## src/rtl/addsub_accum_if.sv

```systemverilog
// Request/result bundle for the add/sub accumulator.
// The requester drives in_valid/Op/B and the accumulator drives everything else.
interface addsub_accum_if;
   logic       in_valid;
   logic       in_ready;
   logic [1:0] Op;
   logic [3:0] B;
   logic [3:0] Acc;
   logic       Co;
   logic       V;
   logic       Z;
   logic       out_valid;

   modport master (
      output in_valid, Op, B,
      input  in_ready, Acc, Co, V, Z, out_valid
   );

   modport slave (
      input  in_valid, Op, B,
      output in_ready, Acc, Co, V, Z, out_valid
   );
endinterface

```

## src/rtl/addsub_accum.sv

```systemverilog
// 4-bit two's complement accumulator with ADD/SUB/LOAD/CLEAR and optional saturation.
// Each accepted request takes IDLE -> EXEC -> DONE; the result lands on the edge that ends EXEC.
//
// state | meaning
// IDLE  | ready, waiting for in_valid
// EXEC  | operands captured, adder settling from Acc
// DONE  | new Acc/Co/V visible, out_valid high
module addsub_accum #(
   parameter bit SAT = 1'b0
) (
   input  logic           clk,
   input  logic           rst,
   addsub_accum_if.slave  bus
);

   typedef enum logic [1:0] {
      IDLE = 2'd0,
      EXEC = 2'd1,
      DONE = 2'd2
   } state_t;

   localparam logic [1:0] OP_ADD   = 2'b00;
   localparam logic [1:0] OP_SUB   = 2'b01;
   localparam logic [1:0] OP_LOAD  = 2'b10;

   state_t     state, state_nxt;
   logic       accept;
   logic       in_ready;
   logic       out_valid;

   logic [1:0] op_q;
   logic [3:0] b_q;
   logic [3:0] acc_q;
   logic       co_q;
   logic       v_q;

   logic [3:0] eff_b;
   logic [4:0] carry;
   logic [3:0] sum;
   logic       ovf;
   logic [3:0] acc_nxt;
   logic       co_nxt;
   logic       v_nxt;

   always_ff @(posedge clk or posedge rst) begin
      if (rst) begin
         state <= IDLE;
      end else begin
         state <= state_nxt;
      end
   end

   always_comb begin
      state_nxt = state;
      in_ready  = 1'b0;
      out_valid = 1'b0;
      accept    = 1'b0;
      case (state)
         IDLE: begin
            in_ready = 1'b1;
            if (bus.in_valid) begin
               accept    = 1'b1;
               state_nxt = EXEC;
            end
         end
         EXEC:    state_nxt = DONE;
         DONE: begin
            out_valid = 1'b1;
            state_nxt = IDLE;
         end
         default: state_nxt = IDLE;
      endcase
   end

   // Operands are frozen at acceptance so the requester may change them freely afterwards.
   always_ff @(posedge clk or posedge rst) begin
      if (rst) begin
         op_q <= 2'b00;
         b_q  <= 4'h0;
      end else if (accept) begin
         op_q <= bus.Op;
         b_q  <= bus.B;
      end
   end

   // Ripple adder: SUB is A + ~B + 1, so Co = 1 means no borrow.
   always_comb begin
      eff_b    = (op_q == OP_SUB) ? ~b_q : b_q;
      carry    = '0;
      sum      = '0;
      carry[0] = (op_q == OP_SUB);
      for (int i = 0; i < 4; i++) begin
         sum[i]     = acc_q[i] ^ eff_b[i] ^ carry[i];
         carry[i+1] = (acc_q[i] & eff_b[i]) | (carry[i] & (acc_q[i] ^ eff_b[i]));
      end
      ovf = (acc_q[3] == eff_b[3]) & (sum[3] != acc_q[3]);
   end

   always_comb begin
      acc_nxt = 4'h0;
      co_nxt  = 1'b0;
      v_nxt   = 1'b0;
      case (op_q)
         OP_ADD, OP_SUB: begin
            co_nxt = carry[4];
            v_nxt  = ovf;
            if (SAT && ovf) begin
               acc_nxt = acc_q[3] ? 4'b1000 : 4'b0111;
            end else begin
               acc_nxt = sum;
            end
         end
         OP_LOAD: acc_nxt = b_q;
         default: acc_nxt = 4'h0;
      endcase
   end

   always_ff @(posedge clk or posedge rst) begin
      if (rst) begin
         acc_q <= 4'h0;
         co_q  <= 1'b0;
         v_q   <= 1'b0;
      end else if (state == EXEC) begin
         acc_q <= acc_nxt;
         co_q  <= co_nxt;
         v_q   <= v_nxt;
      end
   end

   assign bus.in_ready  = in_ready;
   assign bus.out_valid = out_valid;
   assign bus.Acc       = acc_q;
   assign bus.Co        = co_q;
   assign bus.V         = v_q;
   assign bus.Z         = (acc_q == 4'h0);

endmodule

```

## src/flat_wrapper.sv

```systemverilog
// flat-port wrapper written by rule: the top's interface ports become plain ports
module addsub_accum_flat 
#(
   parameter bit SAT = 1'b0
)
  (clk, rst, bus_in_valid, bus_Op, bus_B, bus_in_ready, bus_Acc, bus_Co, bus_V, bus_Z, bus_out_valid);
  addsub_accum_if bus_i ();
  input  logic clk;
  input  logic rst;
  input wire logic [$bits(bus_i.in_valid)-1:0] bus_in_valid;
  input wire logic [$bits(bus_i.Op)-1:0] bus_Op;
  input wire logic [$bits(bus_i.B)-1:0] bus_B;
  output wire logic [$bits(bus_i.in_ready)-1:0] bus_in_ready;
  output wire logic [$bits(bus_i.Acc)-1:0] bus_Acc;
  output wire logic [$bits(bus_i.Co)-1:0] bus_Co;
  output wire logic [$bits(bus_i.V)-1:0] bus_V;
  output wire logic [$bits(bus_i.Z)-1:0] bus_Z;
  output wire logic [$bits(bus_i.out_valid)-1:0] bus_out_valid;
  assign bus_i.in_valid = bus_in_valid;
  assign bus_i.Op = bus_Op;
  assign bus_i.B = bus_B;
  assign bus_in_ready = bus_i.in_ready;
  assign bus_Acc = bus_i.Acc;
  assign bus_Co = bus_i.Co;
  assign bus_V = bus_i.V;
  assign bus_Z = bus_i.Z;
  assign bus_out_valid = bus_i.out_valid;
  addsub_accum #(.SAT(SAT)) u_core (.clk(clk), .rst(rst), .bus(bus_i));
endmodule
```

## config.mk

```make
export PLATFORM = sky130hd
export DESIGN_NAME = addsub_accum_flat
export DESIGN_NICKNAME = d
export VERILOG_FILES = /design/src/rtl/addsub_accum_if.sv /design/src/rtl/addsub_accum.sv /design/src/flat_wrapper.sv
export SDC_FILE = /design/constraint.sdc
export NUM_CORES = 1
export LEC_CHECK = 0
export CAP_MARGIN = 20
export CELL_PAD_IN_SITES_DETAIL_PLACEMENT = 1
export CELL_PAD_IN_SITES_GLOBAL_PLACEMENT = 1
export CORE_ASPECT_RATIO = 1.5
export CORE_MARGIN = 2
export CORE_UTILIZATION = 37
export DETAILED_ROUTE_END_ITERATION = 8
export HOLD_SLACK_MARGIN = 0.12
export PLACE_DENSITY_LB_ADDON = 0.1
export SLEW_MARGIN = 20
export SYNTH_ARGS = -nofsm -noshare
export SYNTH_HDL_FRONTEND = slang
export SYNTH_SLANG_ARGS = --single-unit
```

## constraint.sdc

```tcl
create_clock -name clk -period 3 [get_ports clk]
set_input_delay 0.6 -clock clk [delete_from_list [all_inputs] [get_ports clk]]
set_output_delay 0.6 -clock clk [all_outputs]
set_load 0.03 [all_outputs]
```

== Yosys cells after proc, flatten, opt, wreduce, memory -nomap -nowiden ==
Cells that the tools add are included.
Word-level totals
  bits in registers: 14
Cells by class
  eq/ne operators: 7
  muxes and demuxes: 10
  reductions and logical operators: 4
  bitwise logic cells: 22
Operator list (count)
  1-bit AND: 9
  4-bit case mux with 2 select lines: 1
  1-bit XOR: 8
  1-bit 2-to-1 mux: 6
  2-bit by 1-bit == test with 1-bit output, second input constant: 2
  2-bit == test, second input constant: 2
  2-bit zero test: 2
  4-bit zero test: 1
  4-bit 2-to-1 mux: 1
  4-bit inverter: 1
  1-bit bitwise OR: 4
  2-bit case mux with 2 select lines: 1
  2-bit 2-to-1 mux: 1
  2-bit != test, second input constant: 1
  2-bit OR reduction: 1
  1-bit == test: 1
  1-bit != test: 1

== Depth between registers and ports, before layout ==
Gate-level depths: netlist (run 1).
  depth in word-level cells: 13
  mapped depth: 9
  mapped depth without buffers: 9

== Least setup slack after synthesis (run 1) ==
No wires, ideal clock.
  path type: reg-to-reg
  from: reg u_core.op_q[1]
  to: reg u_core.acc_q[3], in the netlist u_core.bus.Acc[3]
  setup slack: 624 ps
  stages on the path, launching flop included: 9
  arrival: 2250 ps
  clock period less this slack: 2376 ps
  buffers on the path: 0
  path through: dfrtp_1 > nand2b_1 > xor2_1 > fa_1 > inv_1 > fa_1 > fa_1 > a221oi_1 > nor2_1
On the way
  cells in the longest elaborated chain, start to end: 11
RTL lines
  from (decl): line addsub_accum.sv:31  | logic [1:0] op_q;
  from (signal assigned): line addsub_accum.sv:81  | op_q <= bus.Op;
  2-bit by 1-bit == test with 1-bit output: line addsub_accum.sv:88, addsub_accum.sv:91, addsub_accum.sv:103
  4-bit 2-to-1 mux: line addsub_accum.sv:88  | eff_b = (op_q == OP_SUB) ? ~b_q : b_q;
  1-bit XOR: line addsub_accum.sv:94  | carry[i+1] = (acc_q[i] & eff_b[i]) | (carry[i] & (acc_q[i] ^ eff_b[i]));
  1-bit AND: line addsub_accum.sv:94
  1-bit bitwise OR: line addsub_accum.sv:94
  1-bit AND: line addsub_accum.sv:94
  1-bit bitwise OR: line addsub_accum.sv:94
  1-bit AND: line addsub_accum.sv:94
  1-bit bitwise OR: line addsub_accum.sv:94
  1-bit XOR: line addsub_accum.sv:93  | sum[i] = acc_q[i] ^ eff_b[i] ^ carry[i];
  4-bit case mux with 2 select lines (*): line addsub_accum.sv:103  | case (op_q)
  to (signal assigned): line addsub_accum.sv:124  | acc_q <= acc_nxt;
  to (decl): line addsub_accum.sv:33  | logic [3:0] acc_q;
Every way passes the cells marked *; elsewhere a longest branch is shown, timed or not.
A chain may end at the register's enable or synchronous reset.

== Worst setup path after layout (run 1) ==
Ends and elaborated chain as after synthesis.

==> results of run 1 <==
cells in the final DEF, fill, tap and decap left out:
master and n:
sky130_fd_sc_hd__a21oi_1 3, sky130_fd_sc_hd__nor4_1 1, sky130_fd_sc_hd__and2_4 1, sky130_fd_sc_hd__fa_1 3, sky130_fd_sc_hd__o41ai_2 1, sky130_fd_sc_hd__o21ai_0 1
sky130_fd_sc_hd__a211oi_1 1, sky130_fd_sc_hd__inv_1 4, sky130_fd_sc_hd__nor2_1 8, sky130_fd_sc_hd__clkbuf_8 1, sky130_fd_sc_hd__xnor2_1 3, sky130_fd_sc_hd__nand2_1 4
sky130_fd_sc_hd__inv_2 1, sky130_fd_sc_hd__clkbuf_4 3, sky130_fd_sc_hd__clkdlybuf4s50_1 17, sky130_fd_sc_hd__xor2_1 1, sky130_fd_sc_hd__and2b_1 2, sky130_fd_sc_hd__ha_1 1
sky130_fd_sc_hd__mux2_4 6, sky130_fd_sc_hd__dfrtp_1 14, sky130_fd_sc_hd__a221oi_1 2, sky130_fd_sc_hd__nand2b_1 2, sky130_fd_sc_hd__o211ai_1 1, sky130_fd_sc_hd__nor3b_1 1
final cells by class:
class | instances | area (sq um)
inverters | 5 | 18.8
repair buffers | 17 | 170
fillers | 210 | 915
well taps | 21 | 26.3
clock buffers | 4 | 36.3
flip-flops and latches | 14 | 350
multi-input cells | 42 | 362
cell families after synthesis:
group / Yosys count
XOR/XNOR: 4
multiplexers: 6
AO/OA/AOI/OAI: 9
buffers and inverters: 7
AND/OR/NAND/NOR: 19
flip-flops: 14
adder cells (fa/ha/maj): 4
stage by stage:
step	util, %	total power [uW]	hold slack (ns)	std cells	instance area (sq um)
2_1_floorplan	-	672	0.489	63	747
5_1_grt	51.3	1060	0.526	103	963
3_3_place_gp	49.4	827	0.464	99	927
6_report	51.3	972	0.487	103	963
3_5_place_dp	49.4	834	0.475	99	927
4_1_cts	51.3	984	0.496	103	963
worst max-delay path by stage:
stage                              to  slack [ns]  cells after the start            from
finish              u_core.bus.Acc[3]        0.36                      8  u_core.op_q[1]
global route        u_core.bus.Acc[3]        0.15                      8  u_core.op_q[1]
CTS                 u_core.bus.Acc[3]        0.36                      8  u_core.op_q[1]
detailed placement  u_core.bus.Acc[3]        0.40                      8  u_core.op_q[1]
global placement    u_core.bus.Acc[3]        0.48                      8  u_core.op_q[1]
floorplan           u_core.bus.Acc[3]        0.62                      8  u_core.op_q[1]
power by group through the flow:
stage	clock network [uW]	registers (uW)	logic, uW
final	139	328	505
after global routing	157	340	560
after CTS	144	329	511
after detailed placement	0	333	501
after global placement	0	330	497
after floorplan	0	384	288
flip-flops by register name, indices dropped and copies added (netlist names):
signal	cells
u_core.bus.V	1
u_core.state	2
u_core.op_q	2
u_core.bus.Acc	4
u_core.bus.Co	1
u_core.b_q	4
Yosys cell counts (2+ instances only):
| library cell | number | share of area [%] |
|---|---|---|
| sky130_fd_sc_hd__nand2b_1 | 2 | 1.7 |
| sky130_fd_sc_hd__fa_1 | 3 | 8.0 |
| sky130_fd_sc_hd__inv_1 | 4 | 2.0 |
| sky130_fd_sc_hd__dfrtp_1 | 14 | 47 |
| sky130_fd_sc_hd__nor2_1 | 8 | 4.0 |
| sky130_fd_sc_hd__xnor2_1 | 3 | 3.5 |
| sky130_fd_sc_hd__and2b_1 | 2 | 2.0 |
| sky130_fd_sc_hd__a221oi_1 | 2 | 2.3 |
| sky130_fd_sc_hd__a21oi_1 | 3 | 2.0 |
| sky130_fd_sc_hd__nand2_1 | 4 | 2.0 |
| sky130_fd_sc_hd__mux2_4 | 6 | 12 |
routing by layer:
layer / wire [um] / GRT usage [%] / up-vias
li1: - / - / 247
met1: 641 / 22.7 / 270
met2: 817 / 25.4 / 15
met3: 57 / 3.38 / 4
met4: 25 / 8.57 / 0
met5: 0 / 0 / -
worst max-delay path, cell delays in order, from the launching register on:
cell and delay [ns]:
sky130_fd_sc_hd__dfrtp_1 0.50, sky130_fd_sc_hd__nand2b_1 0.28, sky130_fd_sc_hd__xor2_1 0.23, sky130_fd_sc_hd__fa_1 0.20, sky130_fd_sc_hd__inv_1 0.05, sky130_fd_sc_hd__fa_1 0.37, sky130_fd_sc_hd__fa_1 0.48, sky130_fd_sc_hd__a221oi_1 0.36
sky130_fd_sc_hd__nor2_1 0.07
==> reports/results.txt, run 1 <==
In the global route stage, overall resource usage came out at 17.0%. The tree built by TritonCTS fans out to 14 sinks. The final layout contains 96 nets. The synthesized netlist contains 23 unique library cells. Sequential cells were found to cover 46.9% of the synthesized design area. At the worst endpoint, the required time is 3.17 ns. The dominant synthesized flop cell was sky130_fd_sc_hd__dfrtp_1.

The clock reaches the later pin of the worst-skew pair after 0.28 ns. The count of flip-flops with a built-in enable after synthesis was 0. The smallest clock period supported by the final layout is computed as 2.64 ns.

The path depth of the worst reg2reg path came out at 8. By area, the combinational part of the netlist is dominated by simple AND/OR/NAND/NOR gates. The tools report the worst reg2reg path startpoint as u_core.op_q[1]. The post-synthesis adder-cell area fraction was 9.72%; the Yosys warning count was 0. The final layout contains routed wiring with a total length of 1.54 mm. Across the run, the number of max-cap violations was 0.

The synthesized netlist devotes 12.7% of its cell area to simple gates. TritonCTS built the clock tree. During I/O placement, the number of pins put on the boundary was 18. The tools report the core box area as 0.00188 sq mm.

Die extent in y: 59.0 um. Entering global routing, the biggest net connects 15 pins. The area growth from synthesis to layout is 29.0%. The maximum clock rate came out at 379 MHz. Summing the areas of all xor and xnor instances in the mapped netlist gives 4.69% of the synthesized area. After layout, the worst path uses 88.0% of the clock period. Proportion of synthesized flip-flops having asynchronous set or reset: 100%. In this run the tightest slew margin relative to its limit is 64.8%.

At the pin with the least slew margin, the transition time is 0.527 ns. Before antenna repair, the detailed router went through 2 iterations. At the worst endpoint, the arrival time is 2.81 ns.

For the global-route wire length before repair, the log shows 2.71 mm. The tools report the kind of start point of the critical path as a register. The flow ran to the end, and the final reports show no timing, DRC or antenna violations. The portion of synthesized area spent on multiplexers is 12.1%.

The tree is rooted in a sky130_fd_sc_hd__clkbuf_4. Once detailed placement completed, the half-perimeter wirelength came to 1.16 mm. Setup violations remaining at the end of the flow were counted as 0.

The number of hold buffers added after CTS was 0. The largest buffer count on any clock path is 2. The critical path in this run is classified as reg2reg.

Die outline width: 40.7 um. The run gives 51.9% as the combinational fraction of design power. Peak supply drop: 382 uV. At the end of routability-driven placement, the weighted congestion stood at 0.683. The clock network burns 14.3% of the power. Sequential cells account for 33.7% of the total power.

The final route contains 536 vias. The analysis attributes to cell leakage a power of 0.000433 uW. Largest fanout on the critical path: 8.

The count of standard-cell rows is 19, and the via count of the first global-routing pass is 584. Each instance of the synthesized netlist takes up on average 11.9 sq um. The cell depth of the worst min-delay path was 2; the net count after synthesis was 76. The number of antenna diodes in the final layout is 0. The end point of the most critical hold path was u_core.bus.Co.

The final-report max-slew violation count was 0; the number of nets with antenna violations after routing was 0. Port buffering added 17 buffers. The die covers 0.00240 sq mm.

The run gives 0.00204 ns as the setup skew after layout. The post-route netlist has 15.9% of its cells at a drive strength greater than 1. For flop-to-flop paths, the worst setup slack is 0.36 ns. Adding up every negative setup slack in the final design gives 0 ns. The netlist area before placement is 747 sq um, and the share of the synthesized area in compound gates (AO/OA/AOI/OAI) is 9.21%.

Count of cells resized by post-cts repair: 0. The post-CTS setup repair buffer count was 0; the detail-routed via count per cell was 5.20. The tools report the category of the worst setup path capture point as a register.

The path type of the worst min-delay path was reg2reg. The hold violation count in the final report was 0; the wire length per cell was 15.0 um. The pre-CTS setup slack is 0.404 ns. The number of antenna violations at the first check in global routing is 0. TritonCTS created 3 clock buffers. Setup repair after global routing left no endpoint under its margin.

The run gives 5 as the violation count after the first detailed-routing iteration. The tools report the sum of overflow across all layers after global routing as 0. Synthesis produced 63 cells. The tools report the initial cell density of the core as 39.8%. For this design the ratio of total power to cell area is 1010 mW/mm^2. The number of storage elements in the synthesis netlist came out at 14. The number of levels in the clock H-tree is 1, and the net load switching power is 411 uW. The run gives 562 uW as the cell internal power dissipation. In the routed design, unresolved DRC markers number 0. In this run the critical register-to-register path is captured at u_core.bus.Acc[3].

The startpoint identified for the worst hold timing path is u_core.bus.Co. The final setup slack of the worst path is 0.360 ns, and the CTS clock-pin slew for the worst setup and hold paths is 0.09 ns. Net switching is 42.3% of the power.
No activity file was read; power rests on OpenSTA's default activity.
==> run 2, diff against run 1 <==
CORE_UTILIZATION = 33   (was 37)
SLEW_MARGIN = not set   (was 20)
clock period = 2.3 ns   (was 3 ns; I/O delays follow)
==> run 2 against run 1 <==
  * The run now ends with negative setup slack left
  * Power is 44% higher
  * Design area is 8.1% higher
  * Die area is 11% higher
  * Combinational power is 59% higher
  * Fmax is 14% higher
  * Core utilization is 3.6 points lower
  * Critical path depth stayed put
  * Flip-flop and latch count stayed put
  * Clock-buffer cell count stayed put
  * Clock skew is 0.0057 ns higher
  * Hold slack better by 0.0011 ns
  * Setup slack worse by 0.39 ns
==> reports/results.txt, run 2 (synthesized netlist as in run 1, its figures left out) <==
The tools report the arrival time of data at the critical path endpoint as 2.51 ns (-0.30 ns). The run gives 0 (unchanged) as the sum of overflow across all layers after global routing. Final-report setup violation count: 1 (+1). The layout cell share with drive strength beyond 1 is 31.4% (+16 points), and the number of levels in the clock H-tree is 1 (unchanged).

The tools report the total number of vias as 540 (+0.75%). Final-report max-slew violation count: 0 (unchanged). The initial cell density of the core is 34.3% (-5.5 points). Die extent in y: 62.3 um (+5.5%). The root buffer cell chosen for the clock tree is sky130_fd_sc_hd__clkbuf_4. The max-cap violation count was 0 (unchanged); the number of search-and-repair iterations in the first detailed-routing pass was 2 (unchanged).

The final reports fail on negative setup slack. The largest buffer count on any clock path is 2 (unchanged). The die outline width is 42.8 um (+5.3%), and the remaining max-slew budget at the tightest pin is 62.9% (-1.9 points).

For the utilization after layout, the log shows 47.7% (-3.6 points). Clock network latency to the later pin of the worst-skew pair: 0.28 ns (about the same). Setup repair after global routing could not meet its margin everywhere. For the largest net degree at the start of global routing, the log shows 15 (unchanged). The wire length per cell was 14.3 um (-4.5%); the power density over the cells was 1340 mW/mm^2 (+33%). For the maximum clock rate, the log shows 430 MHz (+14%).

The number of hold buffers added after CTS is 0 (unchanged), and the violation count after the first detailed-routing iteration is 3 (-2). The final period demand of the worst path was 2.32 ns (-0.315 ns); the final wirelength was 1.56 mm (+1.1%). The hold violation count in the final report is 0 (unchanged), and the number of input and output port buffers inserted is 17 (unchanged). The tools report the overall fraction of global-route tracks in use as 12.1% (-4.9 points). The logs give 14 (unchanged) for the number of sinks handled by clock tree synthesis and 100 (+4.2%) for the net count reported at finish. Detail-routed via count per cell: 4.95 (-4.8%). The worst setup path is captured at a register.

The final instance count without filler cells is 109 (+5.8%), and the final clock period utilization by the worst path is 101% (+13 points). The tools report the area enclosed by the die boundary as 0.00267 sq mm (+11%). Transition time at the pin with the least slew margin: 0.556 ns (+0.0290 ns). Leaving out fill and tap cells, the most frequent cell in the layout is sky130_fd_sc_hd__clkdlybuf4s50_1.

The tools report the final estimated routing congestion in global placement as 0.684 (about the same). TritonCTS built the clock tree. The logs give 521 uV (+37%) for the peak supply drop and 0 (unchanged) for the final antenna diode count. Leaving out fill and tap cells, the most frequent cells in the layout are sky130_fd_sc_hd__clkdlybuf4s50_1 (16), sky130_fd_sc_hd__dfrtp_1 (14), sky130_fd_sc_hd__nor2_1 (7).

The path type of the worst min-delay path is reg2reg. The number of CTS-inserted buffers was 3 (unchanged); the number of antenna violations at the first check in global routing was 0 (unchanged). The top-level I/O count is 18 (unchanged), and the worst path required time is 2.48 ns (-0.69 ns).

The overall power consumption was 1400 uW (+44%); the pre-CTS setup slack was 0.00833 ns (-0.395 ns). The core box area was 0.00218 sq mm (+16%). The logs give 21 (+2) for the count of standard-cell rows and 0.00774 ns (+0.00570 ns) for the setup skew after layout. The via count of the first global-routing pass came out at 573 (-1.9%). The tools report the number of placed instances, taps included as 104 (+5.1%). The global-route wire length before repair is 2.51 mm (-7.4%). The number of nets with antenna violations after routing was 0 (unchanged). The largest fanout on the critical path is 3 (-5). The tools report the DRC violation count after routing as 0 (unchanged). The worst setup path is of the reg2reg kind. The kind of start point of the critical path was a register.

The CTS clock-pin slew for the worst setup and hold paths was 0.09 ns (about the same); the reported leakage power was 0.000482 uW (+11%). The area growth from synthesis to layout is 39.4%. For the final-layout worst hold slack, the log shows 0.488 ns (+0.00108 ns). The final setup slack of the worst path came out at -0.0250 ns (-0.385 ns). The run finished, with violations left.
run 2: area by class of cell:
class,count,area [sq um]
Sequential cell,14,350
Timing Repair Buffer,21,203
Clock buffer,4,36.3
Inverter,5,18.8
Multi-Input combinational cell,42,404
Tap cell,23,28.8
Fill cell,235,1140
run 2: timing repair:
action                                  4_1_cts  5_1_grt
endpoints found under the setup margin        2        3
pin swaps                                     0        1
gates resized for setup                       0        9
setup buffers                                 1        0
run 2: layer usage:
metal | routed length [um] | up-vias | track usage (%)
met5 | 0 | - | 0
met3 | 66 | 0 | 1.74
met4 | 0 | 0 | 4.69
li1 | - | 258 | -
met2 | 922 | 12 | 20.5
met1 | 569 | 270 | 15.3
run 2: worst paths after layout:
check	start	end	slack [ns]	cells after the start
setup / recovery	u_core.op_q[1]	u_core.bus.V	-0.02	8
hold / removal	u_core.bus.Co	u_core.bus.Co	0.49	2
setup reg to reg	u_core.op_q[1]	u_core.bus.V	-0.02	8
hold reg to reg	u_core.bus.Co	u_core.bus.Co	0.49	2
max in group asynchronous	rst	u_core.b_q[2]	1.41	2
min in group asynchronous	rst	u_core.bus.V	0.52	2
run 2: worst max-delay path, cell delays in order (launching register included):
cell and delay (ns):
sky130_fd_sc_hd__dfrtp_1 0.39, sky130_fd_sc_hd__nand2b_4 0.16, sky130_fd_sc_hd__xor2_2 0.15, sky130_fd_sc_hd__fa_2 0.22, sky130_fd_sc_hd__inv_2 0.04, sky130_fd_sc_hd__fa_2 0.34
sky130_fd_sc_hd__fa_2 0.62, sky130_fd_sc_hd__xnor2_2 0.08, sky130_fd_sc_hd__o41ai_2 0.22
run 2: power by group:
| part | internal [uW] | switching [uW] |
|---|---|---|
| combinational | 400 | 405 |
| clock | 96.2 | 83.2 |
| sequential | 325 | 88.5 |
| total | 822 | 576 |
run 2: through the flow:
| step | area (sq um) | TNS (ns) |
|---|---|---|
| after detailed placement | 967 | 0 |
| after floorplan | 762 | 0 |
| after global placement | 967 | 0 |
| after CTS | 1010 | 0 |
| final | 1040 | -0.0250 |
| after global routing | 1040 | -0.206 |
==> run 3, diff against run 2 <==
--- a/config.mk
+++ b/config.mk
@@ -6,4 +6,5 @@
 export NUM_CORES = 1
 export LEC_CHECK = 0
+export ABC_AREA = 1
 export CAP_MARGIN = 20
 export CELL_PAD_IN_SITES_DETAIL_PLACEMENT = 1
@@ -11,5 +12,5 @@
 export CORE_ASPECT_RATIO = 1.5
 export CORE_MARGIN = 2
-export CORE_UTILIZATION = 33
+export CORE_UTILIZATION = 31
 export DETAILED_ROUTE_END_ITERATION = 8
 export HOLD_SLACK_MARGIN = 0.12
==> constraint.sdc (replaced) <==
create_clock -name clk -period 2.3 [get_ports clk]
set_input_delay 0.46 -clock clk [delete_from_list [all_inputs] [get_ports clk]]
set_output_delay 0.46 -clock clk [all_outputs]
set_load 0.005 [all_outputs]
==> run 3 against run 2 <==
  * The flow now finishes without violations
  * Flip-flop and latch count is the same
  * Largest cell class unchanged
  * Sequential share of layout area grew 0.58 points
  * Critical endpoint unchanged
  * Global-route usage grew 1.4 points
==> reports/results.txt, run 3 <==
The flow ran to the end, and the final reports show no timing, DRC or antenna violations. The origin of the worst min-delay path is u_core.bus.V. Final setup slack of the worst path: 0.143 ns (+0.168 ns). Most area-hungry cell type in the Yosys netlist: sky130_fd_sc_hd__dfrtp_1. The number of input and output port buffers inserted was 17 (unchanged); the global-route wire length before repair was 2.87 mm (+14%). The count of standard-cell rows is 22 (+4.8%), and the die outline width is 44.5 um (+4.0%). The net load switching power is 440 uW (-24%), and the number of nets with antenna violations after routing is 0 (unchanged). For the via count of the first global-routing pass, the log shows 667 (+16%). The DRC violation count after routing came out at 0 (unchanged).

Initial cell density of the core: 31.9% (-2.3 points). The worst hold path terminates at u_core.bus.V. The final period demand of the worst path came out at 2.16 ns (-0.168 ns).

The post-CTS setup repair buffer count is 0 (-1), and the switching share of power is 38.0% (-3.2 points). The root buffer cell chosen for the clock tree is sky130_fd_sc_hd__clkbuf_4. The run gives 0.714 (+4.4%) as the final estimated routing congestion in global placement.

The core box area is 0.00239 sq mm (+9.8%). The tools report the sum of overflow across all layers after global routing as 0 (unchanged). Clock network latency to the later pin of the worst-skew pair: 0.28 ns (about the same). Commonest non-fill, non-tap cell in the layout: sky130_fd_sc_hd__nand2_1. In the synthesized netlist, the cells that appear most often are sky130_fd_sc_hd__nand2_1 (40), sky130_fd_sc_hd__dfrtp_1 (14), sky130_fd_sc_hd__inv_1 (8), sky130_fd_sc_hd__nand3_1 (5), sky130_fd_sc_hd__nor2_1 (5). Final setup TNS: 0 ns (+0.0250 ns). The logs give 105 (+38%) for the net count after synthesis and 2 (unchanged) for the number of search-and-repair iterations in the first detailed-routing pass.

The logs give 634 (+17%) for the total number of vias and 4 (+1) for the violation count after the first detailed-routing iteration. The number of levels in the clock H-tree came out at 1 (unchanged). The setup path with the least slack is of type reg2reg. The max-cap violation count was 0 (unchanged). The largest incremental delay on the critical path is 0.44 ns (-0.18 ns). The critical path's most frequent cell was sky130_fd_sc_hd__fa_1.

The logs give 0 (unchanged) for the Yosys warning count and 2 (unchanged) for the largest buffer count on any clock path. The signal on the critical path passes through inv_2 > nand2_4 > o21a_1 > fa_1 > inv_1 > fa_1 > fa_1 > xor2_1 > nand2_1 > nand2_1. The final wirelength was 1.60 mm (+2.9%); the average instance area after synthesis was 8.31 sq um (-30%). The number of storage elements in the synthesis netlist is 14 (unchanged), and the wire length per cell is 11.5 um (-19%). TritonCTS built the clock tree.

The layout cell share with drive strength beyond 1 works out to 13.0% (-18 points). The net count reported at finish was 129 (+29%). In the layout the commonest cells are sky130_fd_sc_hd__nand2_1 (40), sky130_fd_sc_hd__clkdlybuf4s50_1 (17), sky130_fd_sc_hd__dfrtp_1 (14).

Overall fraction of global-route tracks in use: 13.6% (+1.4 points). The tools report the top-level I/O count as 18 (unchanged). For this run, the leading register cell type out of synthesis is sky130_fd_sc_hd__dfrtp_1. The number of sinks handled by clock tree synthesis is 14 (unchanged), and the power density over the cells is 1130 mW/mm^2 (-16%).

The most instantiated library cell after synthesis was sky130_fd_sc_hd__nand2_1. The logs give 42.7% (-5.0 points) for the utilization after layout and 0 (-1) for the final-report setup violation count. The startpoint identified for the worst register-to-register timing path is u_core.op_q[1].

The tools report the arrival time of data at the critical path endpoint as 2.34 ns (-0.17 ns). The largest net degree at the start of global routing was 15 (unchanged). The category of the worst setup path capture point was a register.

For the global routing met1 resource utilization, the log shows 16.2% (+0.91 points). The number of antenna violations at the first check in global routing was 0 (unchanged); the proportion of synthesized flip-flops having asynchronous set or reset was 100% (unchanged). The setup skew after layout was 0.000838 ns (-0.00691 ns). Kind of start point of the critical path: a register.

The path depth of the worst reg2reg path came out at 10 (+2). The sequential group share of total power is 35.2% (+5.6 points), and the worst path required time is 2.48 ns (about the same). The transition time at the pin with the least slew margin was 0.563 ns (+0.00691 ns); the number of instances in the synthesized netlist was 92 (+46%). The path type of the worst min-delay path was reg2reg.

The tools report the count of cell types in the netlist as 19 (-17%). Peak supply drop: 421 uV (-19%). The hold violation count in the final report is 0 (unchanged). Setup repair after global routing left no endpoint under its margin.

The CTS clock-pin slew for the worst setup and hold paths was 0.09 ns (about the same); the fraction of met3 tracks used by global routing was 2.51% (+0.76 points). Sorting the synthesized cells by area gives the leading types as sky130_fd_sc_hd__dfrtp_1 (46%), sky130_fd_sc_hd__nand2_1 (20%), sky130_fd_sc_hd__fa_1 (7.9%). The register area share after synthesis was 45.8% (-1.1 points); the final instance count without filler cells was 139 (+28%).

The die extent in y was 64.8 um (+4.1%). The final clock period utilization by the worst path is 93.8% (-7.3 points). The area enclosed by the die boundary was 0.00289 sq mm (+8.2%). The tools report the remaining max-slew budget at the tightest pin as 62.4% (-0.46 points). The slowest stage of the critical path belongs to the cell sky130_fd_sc_hd__fa_1. The detail-routed via count per cell is 4.56 (-7.9%). The setup slack of the most critical reg-to-reg path was 0.14 ns (+0.17 ns); the largest fanout on the critical path was 4 (+1).

The netlist area before placement is 764 sq um (+2.3%). Overall power consumption: 1160 uW (-17%). For the pre-CTS setup slack, the log shows 0.103 ns (+0.0945 ns). The number of CTS-inserted buffers is 3 (unchanged). The logs give 0 (unchanged) for the final antenna diode count and 464 MHz (+7.8%) for the maximum clock rate. The count of flip-flops with a built-in enable after synthesis was 0 (unchanged); the filler cell count in the final layout was 297 (+26%). For the final-report max-slew violation count, the log shows 0 (unchanged). The layer flagged by global routing as most heavily used is met2. The wire-length estimate of the detail-placed layout is 1.32 mm. The relative contribution of the clock network to total power came out at 15.7% (+2.9 points). The cell depth of the worst min-delay path was 2 (unchanged). The area growth from synthesis to layout is 33.9%.

The combinational fraction of design power was 49.1% (-8.5 points); the area share of the largest cell type after synthesis was 45.8% (-1.1 points). The fraction of met2 tracks used by global routing is 22.6% (+2.2 points). Capture point of the worst reg-to-reg path: u_core.bus.V.

The cell internal power dissipation is 718 uW (-13%). The reported leakage power was 0.000526 uW (+9.1%); the number of placed instances, taps included was 135 (+30%).
## run 3: cell types whose count changed in the layout (fill, tap and decap cells not counted), moves of 2 or more
cell	delta
sky130_fd_sc_hd__fa_1	+3
sky130_fd_sc_hd__nand3_1	+5
sky130_fd_sc_hd__buf_4	-2
sky130_fd_sc_hd__fa_2	-3
sky130_fd_sc_hd__nand2_1	+36
sky130_fd_sc_hd__nand2_4	+2
sky130_fd_sc_hd__nor2_1	-2
sky130_fd_sc_hd__inv_1	+5
sky130_fd_sc_hd__and2b_1	-2
sky130_fd_sc_hd__mux2_4	-6
## run 3: timing repair
action	4_1_cts	5_1_grt
resized for setup	0	1
hold buffers	0	0
endpoints found under the setup margin	0	2
## run 3: power groups by stage
stage | clock [uW] | sequential [uW] | combinational [uW]
floorplan | 0 | 406 | 347
global placement | 0 | 409 | 569
detailed placement | 0 | 413 | 578
CTS | 189 | 408 | 582
global route | 204 | 421 | 660
finish | 181 | 408 | 569
## run 3: worst max path at each step
stage | from | to | cells past startpoint | slack (ns)
floorplan | u_core.op_q[1] | u_core.bus.V | 10 | 0.10
global placement | u_core.op_q[0] | u_core.bus.V | 9 | 0.16
detailed placement | u_core.op_q[0] | u_core.bus.V | 9 | 0.10
CTS | u_core.op_q[0] | u_core.bus.V | 9 | 0.09
global route | u_core.op_q[1] | u_core.bus.V | 10 | 0.01
finish | u_core.op_q[1] | u_core.bus.V | 10 | 0.14
## run 3: cell families after synthesis
| group | after synthesis | share of synthesized area, % |
|---|---|---|
| xor+xnor | 4 | 4.58 |
| compound gates | 3 | 2.29 |
| buf+inv | 11 | 5.73 |
| fa+ha+maj | 4 | 9.49 |
| flops | 14 | 45.8 |
| simple gates | 56 | 32.1 |
## run 3: routing by layer
| metal | wire, um | vias up |
|---|---|---|
| met2 | 868 | 12 |
| met4 | 14 | 0 |
| li1 | - | 320 |
| met5 | 0 | - |
| met1 | 671 | 300 |
| met3 | 49 | 2 |
## run 3: cell type report
cell class / instances / area (sq um) / area share, %
multi-input combinational: 67 / 378 / 36.9
clock buffer: 4 / 36.3 / 3.55
timing repair buffer: 19 / 185 / 18.1
inverter: 11 / 43.8 / 4.28
sequential: 14 / 350 / 34.2
tap: 24 / 30.0 / 2.93
## run 3: worst max-delay path, delay by kind of cell (launching register included)
kind / cells / cell delay [ns]
AND/OR/NAND/NOR: 3 / 0.17
AO/OA/AOI/OAI: 1 / 0.19
flip-flops: 1 / 0.40
XOR/XNOR: 1 / 0.16
adder cells (fa/ha/maj): 3 / 0.98
buffers and inverters: 2 / 0.16
## run 3: through the flow
step,instance area [sq um],hold slack [ns]
after floorplan,764,0.349
after global placement,980,0.464
after detailed placement,980,0.470
after CTS,1020,0.494
after global routing,1020,0.526
final,1020,0.490
